File: src/rtl/serial_mem_pkg.sv
// Shared definitions for the serial memory slave.
// Holds the FSM state encoding and the default parameter values used by
// serial_mem_slave and its testbench.
package serial_mem_pkg;

  localparam int ADDR_W_DEF  = 3;
  localparam int DATA_W_DEF  = 8;
  localparam int LEN_W_DEF   = 2;
  localparam int TIMEOUT_DEF = 1024;

  typedef enum logic [2:0] {
    ST_IDLE = 3'd0,
    ST_RW   = 3'd1,
    ST_ADDR = 3'd2,
    ST_LEN  = 3'd3,
    ST_DATA = 3'd4,
    ST_STOP = 3'd5
  } state_e;

endpackage

File: src/rtl/serial_mem_scl_sync.sv
// Two-flop synchronisers for the asynchronous scl/sda pad inputs, plus a
// rising-edge detector on the synchronised scl.
// Ports:
//   clock, reset : system clock, synchronous active-high reset
//   scl, sda_i   : asynchronous serial clock / data from the pad
//   sda_s        : synchronised sda
//   scl_rise     : one-clock pulse on a synchronised scl 0->1 transition
module scl_sync (
  input  logic clock,
  input  logic reset,
  input  logic scl,
  input  logic sda_i,
  output logic sda_s,
  output logic scl_rise
);

  logic scl_meta_q, scl_meta_d;
  logic scl_sync_q, scl_sync_d;
  logic scl_prev_q, scl_prev_d;
  logic sda_meta_q, sda_meta_d;
  logic sda_sync_q, sda_sync_d;

  always_comb begin
    scl_meta_d = scl;
    scl_sync_d = scl_meta_q;
    scl_prev_d = scl_sync_q;
    sda_meta_d = sda_i;
    sda_sync_d = sda_meta_q;
  end

  // Idle bus levels: scl low, sda high.
  always_ff @(posedge clock) begin
    if (reset) begin
      scl_meta_q <= 1'b0;
      scl_sync_q <= 1'b0;
      scl_prev_q <= 1'b0;
      sda_meta_q <= 1'b1;
      sda_sync_q <= 1'b1;
    end else begin
      scl_meta_q <= scl_meta_d;
      scl_sync_q <= scl_sync_d;
      scl_prev_q <= scl_prev_d;
      sda_meta_q <= sda_meta_d;
      sda_sync_q <= sda_sync_d;
    end
  end

  assign sda_s    = sda_sync_q;
  assign scl_rise = scl_sync_q & ~scl_prev_q;

endmodule

File: src/rtl/serial_mem_slave.sv
// Serial memory slave: a framed bit-serial protocol (start, rw, address,
// burst length, data words, stop) clocked by scl rising edges, accessing a
// small flop-array memory. Reads shift words out LSB first on sda_o.
// Ports:
//   clock, reset  : system clock, synchronous active-high reset
//   scl, sda_i    : asynchronous serial clock / data from the master
//   sda_o, sda_oe : serial read data and pad output enable
//   busy          : frame in progress
//   frame_done    : one-clock pulse on a good stop bit
//   frame_err     : sticky, stop bit sampled low
//   timeout_err   : sticky, frame aborted for lack of scl edges
//
// state   | meaning
// IDLE    | waiting for a start bit (sda low on scl rise)
// RW      | sampling the direction bit (1 = read)
// ADDR    | shifting in the start address, MSB first
// LEN     | shifting in the burst length field, MSB first
// DATA    | moving data words, LSB first, one word per DATA_W edges
// STOP    | sampling the stop bit
module serial_mem_slave
  import serial_mem_pkg::*;
#(
  parameter int ADDR_W  = ADDR_W_DEF,
  parameter int DATA_W  = DATA_W_DEF,
  parameter int LEN_W   = LEN_W_DEF,
  parameter int TIMEOUT = TIMEOUT_DEF
) (
  input  logic clock,
  input  logic reset,
  input  logic scl,
  input  logic sda_i,
  output logic sda_o,
  output logic sda_oe,
  output logic busy,
  output logic frame_done,
  output logic frame_err,
  output logic timeout_err
);

  localparam int DEPTH = 2 ** ADDR_W;
  localparam int BIT_W = $clog2(ADDR_W + LEN_W + DATA_W + 1);
  localparam int TMO_W = $clog2(TIMEOUT + 1);
  localparam logic [TMO_W-1:0] TMO_LOAD = TMO_W'(TIMEOUT);

  logic sda_s, scl_rise;

  scl_sync u_sync (
    .clock    (clock),
    .reset    (reset),
    .scl      (scl),
    .sda_i    (sda_i),
    .sda_s    (sda_s),
    .scl_rise (scl_rise)
  );

  state_e              state_q, state_d;
  logic                rw_q, rw_d;
  logic [ADDR_W-1:0]   addr_q, addr_d;
  logic [LEN_W-1:0]    len_q, len_d;
  logic [BIT_W-1:0]    bit_q, bit_d;
  logic [DATA_W-1:0]   shift_q, shift_d;
  logic [TMO_W-1:0]    tmo_q, tmo_d;
  logic                sda_o_q, sda_o_d;
  logic                sda_oe_q, sda_oe_d;
  logic                busy_q, busy_d;
  logic                done_q, done_d;
  logic                ferr_q, ferr_d;
  logic                terr_q, terr_d;
  logic                wr_pend_q, wr_pend_d;
  logic [ADDR_W-1:0]   wr_addr_q, wr_addr_d;
  logic [DATA_W-1:0]   wr_data_q, wr_data_d;
  logic [DATA_W-1:0]   mem_q [DEPTH];

  logic [ADDR_W-1:0]   addr_inc;
  logic [DATA_W-1:0]   rd_word, rd_next, wr_shift;
  logic                last_bit;

  always_comb begin
    state_d   = state_q;
    rw_d      = rw_q;
    addr_d    = addr_q;
    len_d     = len_q;
    bit_d     = bit_q;
    shift_d   = shift_q;
    sda_o_d   = sda_o_q;
    sda_oe_d  = sda_oe_q;
    done_d    = 1'b0;
    ferr_d    = ferr_q;
    terr_d    = terr_q;
    wr_pend_d = 1'b0;
    wr_addr_d = wr_addr_q;
    wr_data_d = wr_data_q;
    addr_inc  = addr_q + ADDR_W'(1);
    rd_word   = mem_q[addr_q];
    rd_next   = mem_q[addr_inc];
    wr_shift  = {sda_s, shift_q[DATA_W-1:1]};
    last_bit  = 1'b0;

    if (state_q == ST_IDLE || scl_rise) tmo_d = TMO_LOAD;
    else                                tmo_d = tmo_q - TMO_W'(1);

    if (state_q != ST_IDLE && !scl_rise && tmo_q == TMO_W'(1)) begin
      // Abort; a partial write word never reaches wr_pend, so it is dropped.
      state_d  = ST_IDLE;
      terr_d   = 1'b1;
      sda_oe_d = 1'b0;
      sda_o_d  = 1'b0;
      bit_d    = '0;
    end else if (scl_rise) begin
      case (state_q)
        ST_IDLE: begin
          if (!sda_s) begin
            state_d = ST_RW;
            bit_d   = '0;
            addr_d  = '0;
            len_d   = '0;
          end
        end
        ST_RW: begin
          rw_d    = sda_s;
          bit_d   = '0;
          state_d = ST_ADDR;
        end
        ST_ADDR: begin
          addr_d = (addr_q << 1) | ADDR_W'(sda_s);
          if (int'(bit_q) == ADDR_W - 1) begin
            bit_d   = '0;
            state_d = ST_LEN;
          end else begin
            bit_d = bit_q + BIT_W'(1);
          end
        end
        ST_LEN: begin
          len_d = (len_q << 1) | LEN_W'(sda_s);
          if (int'(bit_q) == LEN_W - 1) begin
            bit_d   = '0;
            state_d = ST_DATA;
            if (rw_q) begin
              shift_d  = rd_word;
              sda_o_d  = rd_word[0];
              sda_oe_d = 1'b1;
            end
          end else begin
            bit_d = bit_q + BIT_W'(1);
          end
        end
        ST_DATA: begin
          last_bit = (int'(bit_q) == DATA_W - 1);
          if (rw_q) begin
            if (last_bit) begin
              shift_d = rd_next;
              sda_o_d = rd_next[0];
            end else begin
              shift_d = shift_q >> 1;
              sda_o_d = shift_q[1];
            end
          end else begin
            shift_d = wr_shift;
            if (last_bit) begin
              // Commit is deferred one clock so the memory sees whole words only.
              wr_pend_d = 1'b1;
              wr_addr_d = addr_q;
              wr_data_d = wr_shift;
            end
          end
          if (last_bit) begin
            bit_d  = '0;
            addr_d = addr_inc;
            if (len_q == '0) begin
              state_d  = ST_STOP;
              sda_oe_d = 1'b0;
              sda_o_d  = 1'b0;
            end else begin
              len_d = len_q - LEN_W'(1);
            end
          end else begin
            bit_d = bit_q + BIT_W'(1);
          end
        end
        ST_STOP: begin
          if (sda_s) done_d = 1'b1;
          else       ferr_d = 1'b1;
          state_d = ST_IDLE;
        end
        default: state_d = ST_IDLE;
      endcase
    end

    busy_d = (state_d != ST_IDLE);
  end

  always_ff @(posedge clock) begin
    if (reset) begin
      state_q   <= ST_IDLE;
      rw_q      <= 1'b0;
      addr_q    <= '0;
      len_q     <= '0;
      bit_q     <= '0;
      shift_q   <= '0;
      tmo_q     <= TMO_LOAD;
      sda_o_q   <= 1'b0;
      sda_oe_q  <= 1'b0;
      busy_q    <= 1'b0;
      done_q    <= 1'b0;
      ferr_q    <= 1'b0;
      terr_q    <= 1'b0;
      wr_pend_q <= 1'b0;
      wr_addr_q <= '0;
      wr_data_q <= '0;
      for (int i = 0; i < DEPTH; i++) mem_q[i] <= '0;
    end else begin
      state_q   <= state_d;
      rw_q      <= rw_d;
      addr_q    <= addr_d;
      len_q     <= len_d;
      bit_q     <= bit_d;
      shift_q   <= shift_d;
      tmo_q     <= tmo_d;
      sda_o_q   <= sda_o_d;
      sda_oe_q  <= sda_oe_d;
      busy_q    <= busy_d;
      done_q    <= done_d;
      ferr_q    <= ferr_d;
      terr_q    <= terr_d;
      wr_pend_q <= wr_pend_d;
      wr_addr_q <= wr_addr_d;
      wr_data_q <= wr_data_d;
      if (wr_pend_q) mem_q[wr_addr_q] <= wr_data_q;
    end
  end

  assign sda_o       = sda_o_q;
  assign sda_oe      = sda_oe_q;
  assign busy        = busy_q;
  assign frame_done  = done_q;
  assign frame_err   = ferr_q;
  assign timeout_err = terr_q;

endmodule

File: config.mk
export PLATFORM = sky130hd
export DESIGN_NAME = serial_mem_slave
export DESIGN_NICKNAME = d
export VERILOG_FILES = /design/src/rtl/serial_mem_pkg.sv /design/src/rtl/serial_mem_scl_sync.sv /design/src/rtl/serial_mem_slave.sv
export SDC_FILE = /design/constraint.sdc
export NUM_CORES = 1
export LEC_CHECK = 0
export ABC_AREA = 1
export CORE_ASPECT_RATIO = 0.5
export CORE_MARGIN = 3
export CORE_UTILIZATION = 45
export DETAILED_ROUTE_END_ITERATION = 12
export PLACE_DENSITY = 0.7
export RECOVER_POWER = 50
export SLEW_MARGIN = 20
export SYNTH_ARGS = -nofsm -noshare
export SYNTH_HDL_FRONTEND = slang
export SYNTH_SLANG_ARGS = --single-unit
File: constraint.sdc
create_clock -name clock -period 4.3 [get_ports clock]
set_clock_uncertainty 0.05 [all_clocks]
set_input_delay 0.86 -clock clock [delete_from_list [all_inputs] [get_ports clock]]
set_output_delay 0.86 -clock clock [all_outputs]
set_load 0.005 [all_outputs]
# After elaboration in Yosys (flattened, before gate mapping)
# Memory sizes are Yosys's and may differ from the RTL's. A register that Yosys moved wholly into a read port is not among the register bits.
# Index checks and enable logic that the tools add are counted.
dict set report word_totals {
  ff_bits 55
  latchBits 0
  mem_bits_rw 64
  mem_bits_ro 0
  input_bits 4
  n_memories 1
}
# memory words word_bits rd rd_clocked_by_memory_dff wr line
set memory_table {}
lappend memory_table {mem_q 8 8 2 1 8 serial_mem_slave.sv:72} ;# logic [DATA_W-1:0] mem_q [DEPTH];
dict set report op_classes {
  addsub 4
  mul 0
  div_mod_pow 0
  magnitude_cmp 0
  eq_ne 15
  shift 0
  mux 49
  bitwise_logic 10
  reduce_logical 26
}
# operator count
set ops {}
lappend ops {{$mux 8} 5}
lappend ops {{$mux 3} 12}
lappend ops {{$pmux 4 s5} 1}
lappend ops {{$mux 1} 18}
lappend ops {{$mux 4} 4}
lappend ops {{$pmux 8 s2} 1}
lappend ops {{$pmux 3 s5} 1}
lappend ops {{$reduce_and 5->1} 3}
lappend ops {{$ne 2x2->1 const B} 6}
lappend ops {{$reduce_and 6->1} 2}
lappend ops {{$reduce_bool 3->1} 4}
lappend ops {{$eq 11x1->1 const B} 1}
lappend ops {{$sub 11x1->11 const B} 1}
lappend ops {{$pmux 3 s3} 1}
lappend ops {{$reduce_and 4->1} 2}
lappend ops {{$reduce_or 8->1} 1}
lappend ops {{$not 1->1} 7}
lappend ops {{$eq 3x2->1 const B} 2}
lappend ops {{$eq 3x3->1 const B} 2}
lappend ops {{$mux 2} 3}
lappend ops {{$pmux 2 s3} 1}
lappend ops {{$reduce_and 3->1} 2}
lappend ops {{$reduce_bool 5->1} 1}
lappend ops {{$reduce_or 5->1} 1}
lappend ops {{19 further kinds} 22}

# Depth between registers and ports, before layout
dict set report logic_depth {
  depth_word 9
  depth_mapped 11
  depth_no_buf 10
}

# By module
# From an unflattened synthesis, not the netlist that was laid out.
dict set report unflattened {
  hier_cells 820
  hier_area_um2 6306.0
}
# mod instances cells_each area_each_um2 seq_area_each_um2
set modules_own_cells {}
lappend modules_own_cells {serial_mem_slave 1 803 6160.9 2962.8}
lappend modules_own_cells {scl_sync 1 17 145.1 100.1}

# Worst setup path after synthesis
# Ideal clock, no wire load.
dict set report synth_timing {
  path_type {input -> register}
  from {input port reset}
  to {memory mem_q[0][0] (netlist name), enable pin}
  t_arrival_ps 1833
  required_ps 3921
  setup_slack_ps 2088
  cell_stages 6
  n_path_buf 1
  path_cell_list {buf_6 clkinv_1 nand2_1 nor2_1 nand2_2 nand2_1}
}
# item line
set synth_lines {}
lappend synth_lines {{start: declaration} serial_mem_slave.sv:29} ;# input logic reset,
lappend synth_lines {{end: declaration} serial_mem_slave.sv:72}

# Final worst setup path
dict set report layout_timing {
  from {register addr_q[0]}
  to {register shift_q[1]}
}
dict set report layout_between {
  elab_chain_cells 5
}
# item line
set layout_lines {}
lappend layout_lines {{start: declaration} serial_mem_slave.sv:58} ;# logic [ADDR_W-1:0] addr_q, addr_d;
lappend layout_lines {{start signal: assignment} serial_mem_slave.sv:214} ;# addr_q <= addr_d;
lappend layout_lines {{$add 3x1->3} serial_mem_slave.sv:93} ;# addr_inc = addr_q + ADDR_W'(1);
lappend layout_lines {{$mem_v2 8x8} --}
lappend layout_lines {{$mux 8} serial_mem_slave.sv:150} ;# if (last_bit) begin
lappend layout_lines {{$mux 8} serial_mem_slave.sv:149} ;# if (rw_q) begin
lappend layout_lines {{$pmux 8 s2} serial_mem_slave.sv:110} ;# case (state_q)
lappend layout_lines {{end signal: assignment} serial_mem_slave.sv:217} ;# shift_q <= shift_d;
lappend layout_lines {{end: declaration} serial_mem_slave.sv:61} ;# logic [DATA_W-1:0] shift_q, shift_d;
# No other way between the ends.
# A chain may end at the register's enable or synchronous reset.

==> impl_metrics.json <==
{
  "status": "finished, final reports clean",
  "fin_crit_ns": 2.84,
  "drt_iter0_markers": 579,
  "crit_path_end": "shift_q[1]",
  "syn_area_per_cell_um2": 7.70,
  "fp.dieW_um": 173,
  "tightest_slew_ns": 1.32,
  "dr.pass1.iters": 6,
  "fillers": 1220,
  "via_per_inst": 5.40,
  "p_comb_frac": 0.078,
  "grt_antenna_before_repair": 0,
  "drcViolationCount": 0,
  "crit_path_end_kind": "flip-flop",
  "p_int_mw": 2.19,
  "r2r_setup_slack_ns": 1.46,
  "synth_edf_count": 64,
  "setup_slack_ns": 1.46,
  "die-area_mm2": 0.0155,
  "start_util": 0.477,
  "setup_tns_ns": 0,
  "slew_headroom": 0.119,
  "worstSetupPathType": "flip-flop to flip-flop",
  "grt_max_degree": 39,
  "grt_remaining_overflow": 0,
  "p_leak_nw": 2.82,
  "hold_buffers": 0,
  "worstPathRequired_ns": 4.49,
  "synth_seq_cells": 121,
  "ys.flop_type": "edfxtp_1",
  "gp_congestion": 0.964,
  "synthArstFlopShare": 0,
  "cap_violations": 0,
  "crit_arrival_ns": 3.04,
  "wl_per_cell_um": 16.4,
  "root_buffer": "clkbuf_16",
  "core.rowCount": 29,
  "drv_slew": 0,
  "worstReg2RegEnd": "shift_q[1]",
  "clk_path_buf_depth": 2,
  "start_kind": "flip-flop",
  "cts_buffers": 17,
  "drive_gt1_frac": 0.0663,
  "worstHoldPathCells": 1,
  "reg2reg_from": "addr_q[0]",
  "grt_usage": 0.225,
  "clk_latency_ns": 0.41,
  "ctsResizeCount": 0,
  "dp_slack_ns": 1.39,
  "setup_viol": 0,
  "yosys-top-cells-count": "nand2_1, nor2_1, nand3_1",
  "io_pins": 10,
  "final_nets": 828,
  "syn_nets": 824,
  "core_area_mm2": 0.0131,
  "n_antenna_cell": 0,
  "r2r.worst_path.cells": 9,
  "p_sw_uw": 712,
  "grt_pass1_vias": 5166,
  "numClockSinks": 121,
  "numPortBuffers": 9,
  "fmax_ghz": 0.352,
  "die_h_um": 89.4,
  "hp-class": "flip-flop to flip-flop",
  "grt_setup_unrepaired": "false",
  "powerDensity_mw_per_mm2": 416,
  "synthCells": 813,
  "place_hpwl_um": 11300,
  "synth_top_area_cell": "edfxtp_1",
  "netlist_area_mm2": 0.00626,
  "yosys.cell_types.count": 41,
  "peakVddDrop_uv": 290,
  "synth_warnings": 0,
  "ant_nets": 0,
  "seqPwrFrac": 0.445,
  "synth-seq-area-share": 0.489,
  "cts_setup_buffers": 0,
  "yosysMostFrequentCell": "nand2_1",
  "clk_pin_slew_ns": 0.06,
  "htreeDepth": 4,
  "clkPwrFrac": 0.477,
  "startpoint": "addr_q[0]",
  "vias": 5486,
  "netlist.area_leader.share": 0.307,
  "hold_viol_final": 0,
  "grt_pass1_wl_um": 26900,
  "netSwitchingFraction": 0.245,
  "cts_tree": "yes",
  "postRouteWirelength_um": 16600,
  "area_delta_synth_final_pct": 11.7,
  "post-route-period-util": 0.662,
  "cp_max_fo": 38,
  "synth.area.top_cells": "edfxtp_1, dfxtp_1, nand2_1, nand3_1, nor2_1"
}
==> power groups by stage <==
stage                     logic [mW]  clock network [mW]  registers (mW)
final                          0.228                1.39            1.29
after global routing           0.256                1.45            1.30
after CTS                      0.225                1.39            1.29
after detailed placement       0.223                   0            1.31
after global placement         0.219                   0            1.31
after floorplan                0.174                   0            1.30
==> through the flow <==
| stage | cells | power (mW) | instance area [µm²] | util | hold WS (ns) |
|---|---|---|---|---|---|
| 5_1_grt | 1016 | 3.00 | 7000 | 0.533 | 0.371 |
| 3_5_place_dp | 984 | 1.54 | 6450 | 0.491 | 0.347 |
| 3_3_place_gp | 984 | 1.53 | 6450 | 0.491 | 0.345 |
| 4_1_cts | 1016 | 2.91 | 7030 | 0.535 | 0.359 |
| 6_report | 1016 | 2.91 | 7000 | 0.533 | 0.357 |
| 2_1_floorplan | 813 | 1.47 | 6260 | - | 0.338 |
==> placed cells by master (no fill, tap or decap), types with 5 or more instances in the layout <==
cell type and n:
nand2_1 255, nor2_1 107, nand3_1 100, inv_1 70, edfxtp_1 64, dfxtp_1 57, a21oi_1 38, o21ai_0 20
clkbuf_16 19, clkinv_1 13, a211oi_1 8, ha_1 7, clkbuf_1 6, o22ai_1 5, a21oi_2 5, clkdlybuf4s50_1 5
==> area by class of cell <==
cell class | instances | area (µm²) | share of cell area
clock inverter | 9 | 85.1 | 0.0122
timing repair buffer | 13 | 113 | 0.0161
tap | 186 | 233 | 0.0333
multi-input combinational | 577 | 2680 | 0.383
inverter | 87 | 329 | 0.0470
clock buffer | 23 | 490 | 0.0701
sequential | 121 | 3060 | 0.438
==> critical path, cell delays in order (launching register included) <==
cell	delay, ns
dfxtp_1	0.29
buf_4	0.24
ha_1	0.75
clkinv_1	0.63
nand2_1	0.22
nand3_1	0.16
nand3_1	0.13
nand2_1	0.05
nand2_1	0.08
a21oi_2	0.05
==> cell families after synthesis <==
group	Yosys count	share of synthesized area
AOI/OAI and AO/OA	85	0.0817
xor gates and xnor gates	3	0.00720
adders and majority gates	7	0.0140
buffers and inverters	115	0.0787
DFF	121	0.489
and+or+nand+nor	482	0.329
==> per-layer routing <==
| metal | vias to the layer above | share of wire | global-route usage |
|---|---|---|---|
| met5 | - | 0 | 0 |
| met4 | 0 | 0.016 | 0.0771 |
| met3 | 21 | 0.090 | 0.0445 |
| met2 | 256 | 0.45 | 0.380 |
| met1 | 2555 | 0.44 | 0.295 |
| li1 | 2654 | - | - |
==> flip-flops by register name, indices dropped and copies added, names as in the netlist, 2 cells and up, named ones only <==
signal / cells
bit_q: 4
tmo_q: 11
mem_q: 64
shift_q: 7
addr_q: 3
state_q: 3
len_q: 2
wr_data_q: 8
wr_addr_q: 3
==> worst min-delay path by stage <==
stage                                 start                 to
after floorplan           u_sync.scl_meta_q  u_sync.scl_prev_d
after global placement    u_sync.sda_meta_q       u_sync.sda_s
after global routing      u_sync.scl_meta_q  u_sync.scl_prev_d
final                     u_sync.sda_meta_q       u_sync.sda_s
after CTS                 u_sync.scl_meta_q  u_sync.scl_prev_d
after detailed placement  u_sync.sda_meta_q       u_sync.sda_s
(Power assumes the default switching activity.)
==> patch, RTL diff (same settings) <==
The package constant `LEN_W_DEF` goes from 2 to 4.
--- a/src/rtl/serial_mem_pkg.sv
+++ b/src/rtl/serial_mem_pkg.sv
@@ -5,7 +5,7 @@
 
   localparam int ADDR_W_DEF  = 3;
   localparam int DATA_W_DEF  = 8;
-  localparam int LEN_W_DEF   = 2;
+  localparam int LEN_W_DEF   = 4;
   localparam int TIMEOUT_DEF = 1024;
 
   typedef enum logic [2:0] {
Behaviour: no difference found for any inputs over 4 cycles, from zero or initial values and one cycle with reset high; that may be too few to reach the edited logic, so the function may still have changed.
==> patch against the unedited design <==
Sequential cell count grew 2. Wire length decreased by 5.0%. Power is 0.22% higher. Synthesized area shrank 1.4%. Cell area is 0.66% lower. Register-to-register slack about the same. First-iteration DRC count shrank 5.7%. Worst setup slack got worse by 0.52 ns. Count of clock-buffer cells in the layout shrank 5. Critical path type is now primary input to flip-flop.
==> patch: results (changes against the unedited design) <==
| Metric | Value |
|---|---|
| Result of the run | complete, no violations |
| Clock Pin Slew Worst Setup and Hold Paths | 0.05 ns |
| Total routing resource utilization after global routing | 21.7% (-0.74 points) |
| Crit-path max FO | 27 (-29%) |
| Maximum number of pins on one net before global-route repair | 38 (-2.6%) |
| List of most frequent post-synthesis cells | sky130_fd_sc_hd__nand2_1, sky130_fd_sc_hd__nor2_1, sky130_fd_sc_hd__nand3_1 |
| Initial antenna violation count | 0 (unchanged) |
| Filler cells | 1157 (-5.2%) |
| Worst-Margin Slew | 1.27 ns (-0.0486 ns) |
| Post-route insts no fill | 1007 (-0.89%) |
| Reg2Reg Setup Slack | 1.45 ns (about the same) |
| Startpoint of the lowest-slack register-to-register path | state_q[1]$_SDFF_PP0_ |
| Synthesized net count | 832 (+0.97%) |
| Capture point of the worst reg-to-reg path | wr_data_q[4]$_SDFFE_PP0P_ |
| Number of distinct library cell variants in the gate-level netlist after synthesis | 33 (-20%) |
| Resized Gates After CTS | 0 (unchanged) |
| Reported leakage power | 2.78 nW (-1.2%) |
| Worst hold path stage count | 1 (unchanged) |
| # Post-CTS Setup Buffers | 0 (unchanged) |
| Number of diodes | 0 (unchanged) |
| R2R cell count | 6 (-3) |
| Post-route DRC | 0 (unchanged) |
| Proportion of layout cells with a drive suffix above 1 | 5.50% (-1.1 points) |
| Vias in the first global route | 4821 (-6.7%) |
| Average via count per standard cell | 5.38 (-0.32%) |
| Max VDD drop | 0.319 mV (+10%) |
| First-pass GRT wire length | 24.9 mm (-7.4%) |
| # port buffers | 9 (unchanged) |
| Top cells by area in the synthesized netlist | sky130_fd_sc_hd__edfxtp_1, sky130_fd_sc_hd__dfxtp_1, sky130_fd_sc_hd__nand2_1 |
| Hpwl dp | 10.9 mm (-3.7%) |
| Gpl congestion | 1.01 (+4.5%) |
| Number of nets in the final layout | 835 (+0.85%) |
| Worst slack on hold paths | 0.362 ns (+0.00516 ns) |
| Clk root buf | sky130_fd_sc_hd__clkbuf_16 |
| DRT iter0 DRCs | 546 (-5.7%) |
| Average cell area after synthesis | 7.52 um^2 (-2.4%) |
| Routed wire length per instance | 15.7 um (-4.1%) |
| Warnings, synthesis | 0 (unchanged) |
| Cell total after placement | 975 (-0.91%) |
| Sequential area share after synthesis | 50.3% (+1.4 points) |
| Crit path DAT | 3.37 ns (+0.33 ns) |
-- patch: cell count changes after synthesis, sizes merged, moves of 2 or more --
cell | before | now
dfxtp | 57 | 59
clkbuf | 9 | 12
xor2 | 1 | 4
o21ai | 22 | 27
clkinv | 13 | 15
a211oi | 8 | 0
o211ai | 4 | 2
nor3b | 0 | 2
inv | 74 | 68
nand2 | 257 | 259
a21oi | 43 | 52
-- patch: stage by stage --
stage	utilization (%)	instance area [um^2]	setup slack [ns]	power, W
after floorplan	-	6170	2.29	0.00147
after global placement	48.9	6380	1.22	0.00152
after detailed placement	48.9	6380	1.17	0.00153
after CTS	53.4	6960	1.61	0.00292
after global routing	53.3	6950	0.745	0.00301
final	53.3	6950	0.931	0.00291
-- patch: worst max path at each step --
stage	end	start
detailed placement	mem_q[2][2]$_SDFFCE_PN0P_	reset
finish	mem_q[2][1]$_SDFFCE_PN0P_	reset
global route	sda_o$_SDFFE_PP0P_	reset
global placement	mem_q[4][4]$_SDFFCE_PN0P_	reset
floorplan	mem_q[0][0]$_SDFFCE_PN0P_	reset
CTS	mem_q[2][1]$_SDFFCE_PN0P_	reset
-- patch: report_power, final --
| part | switching (W) | leakage, nW | internal, W |
|---|---|---|---|
| registers | 0.0000300 | 1.09 | 0.00128 |
| clock network | 0.000506 | 0.272 | 0.000899 |
| logic | 0.000138 | 1.42 | 0.0000627 |
| total | 0.000675 | 2.78 | 0.00224 |
-- patch: final cells by class --
class / instances / area [um^2] / area share [%]
Sequential cell: 123 / 3100 / 44.7
Multi-Input combinational cell: 586 / 2630 / 37.8
Clock buffer: 18 / 429 / 6.18
Inverter: 83 / 312 / 4.48
Tap cell: 170 / 213 / 3.06
Clock inverter: 14 / 154 / 2.21
Timing Repair Buffer: 13 / 113 / 1.62
-- patch: kinds of logic (layout without fill, tap and decap cells) --
| group | count (synthesis) | in the layout | share of synthesized area [%] |
|---|---|---|---|
| simple gates | 483 | 483 | 32.5 |
| xor+xnor | 5 | 5 | 0.831 |
| fa+ha+maj | 7 | 7 | 1.42 |
| flops | 123 | 123 | 50.3 |
| buf+inv | 112 | 128 | 7.12 |
| compound gates | 91 | 91 | 7.81 |
-- patch: worst max-delay path: stages --
cell	delay (ns)
sky130_fd_sc_hd__dlygate4sd3_1	0.53
sky130_fd_sc_hd__clkbuf_1	0.38
sky130_fd_sc_hd__clkinv_1	0.15
sky130_fd_sc_hd__clkbuf_1	0.95
sky130_fd_sc_hd__nand2_1	0.50
-- patch: metal layers --
layer	track usage, %	wire [um]	part of all wire, %
met1	29.1	6900	44
met2	34.2	7070	45
met3	6.02	1430	9.0
met4	7.81	402	2.5
met5	0	0	0
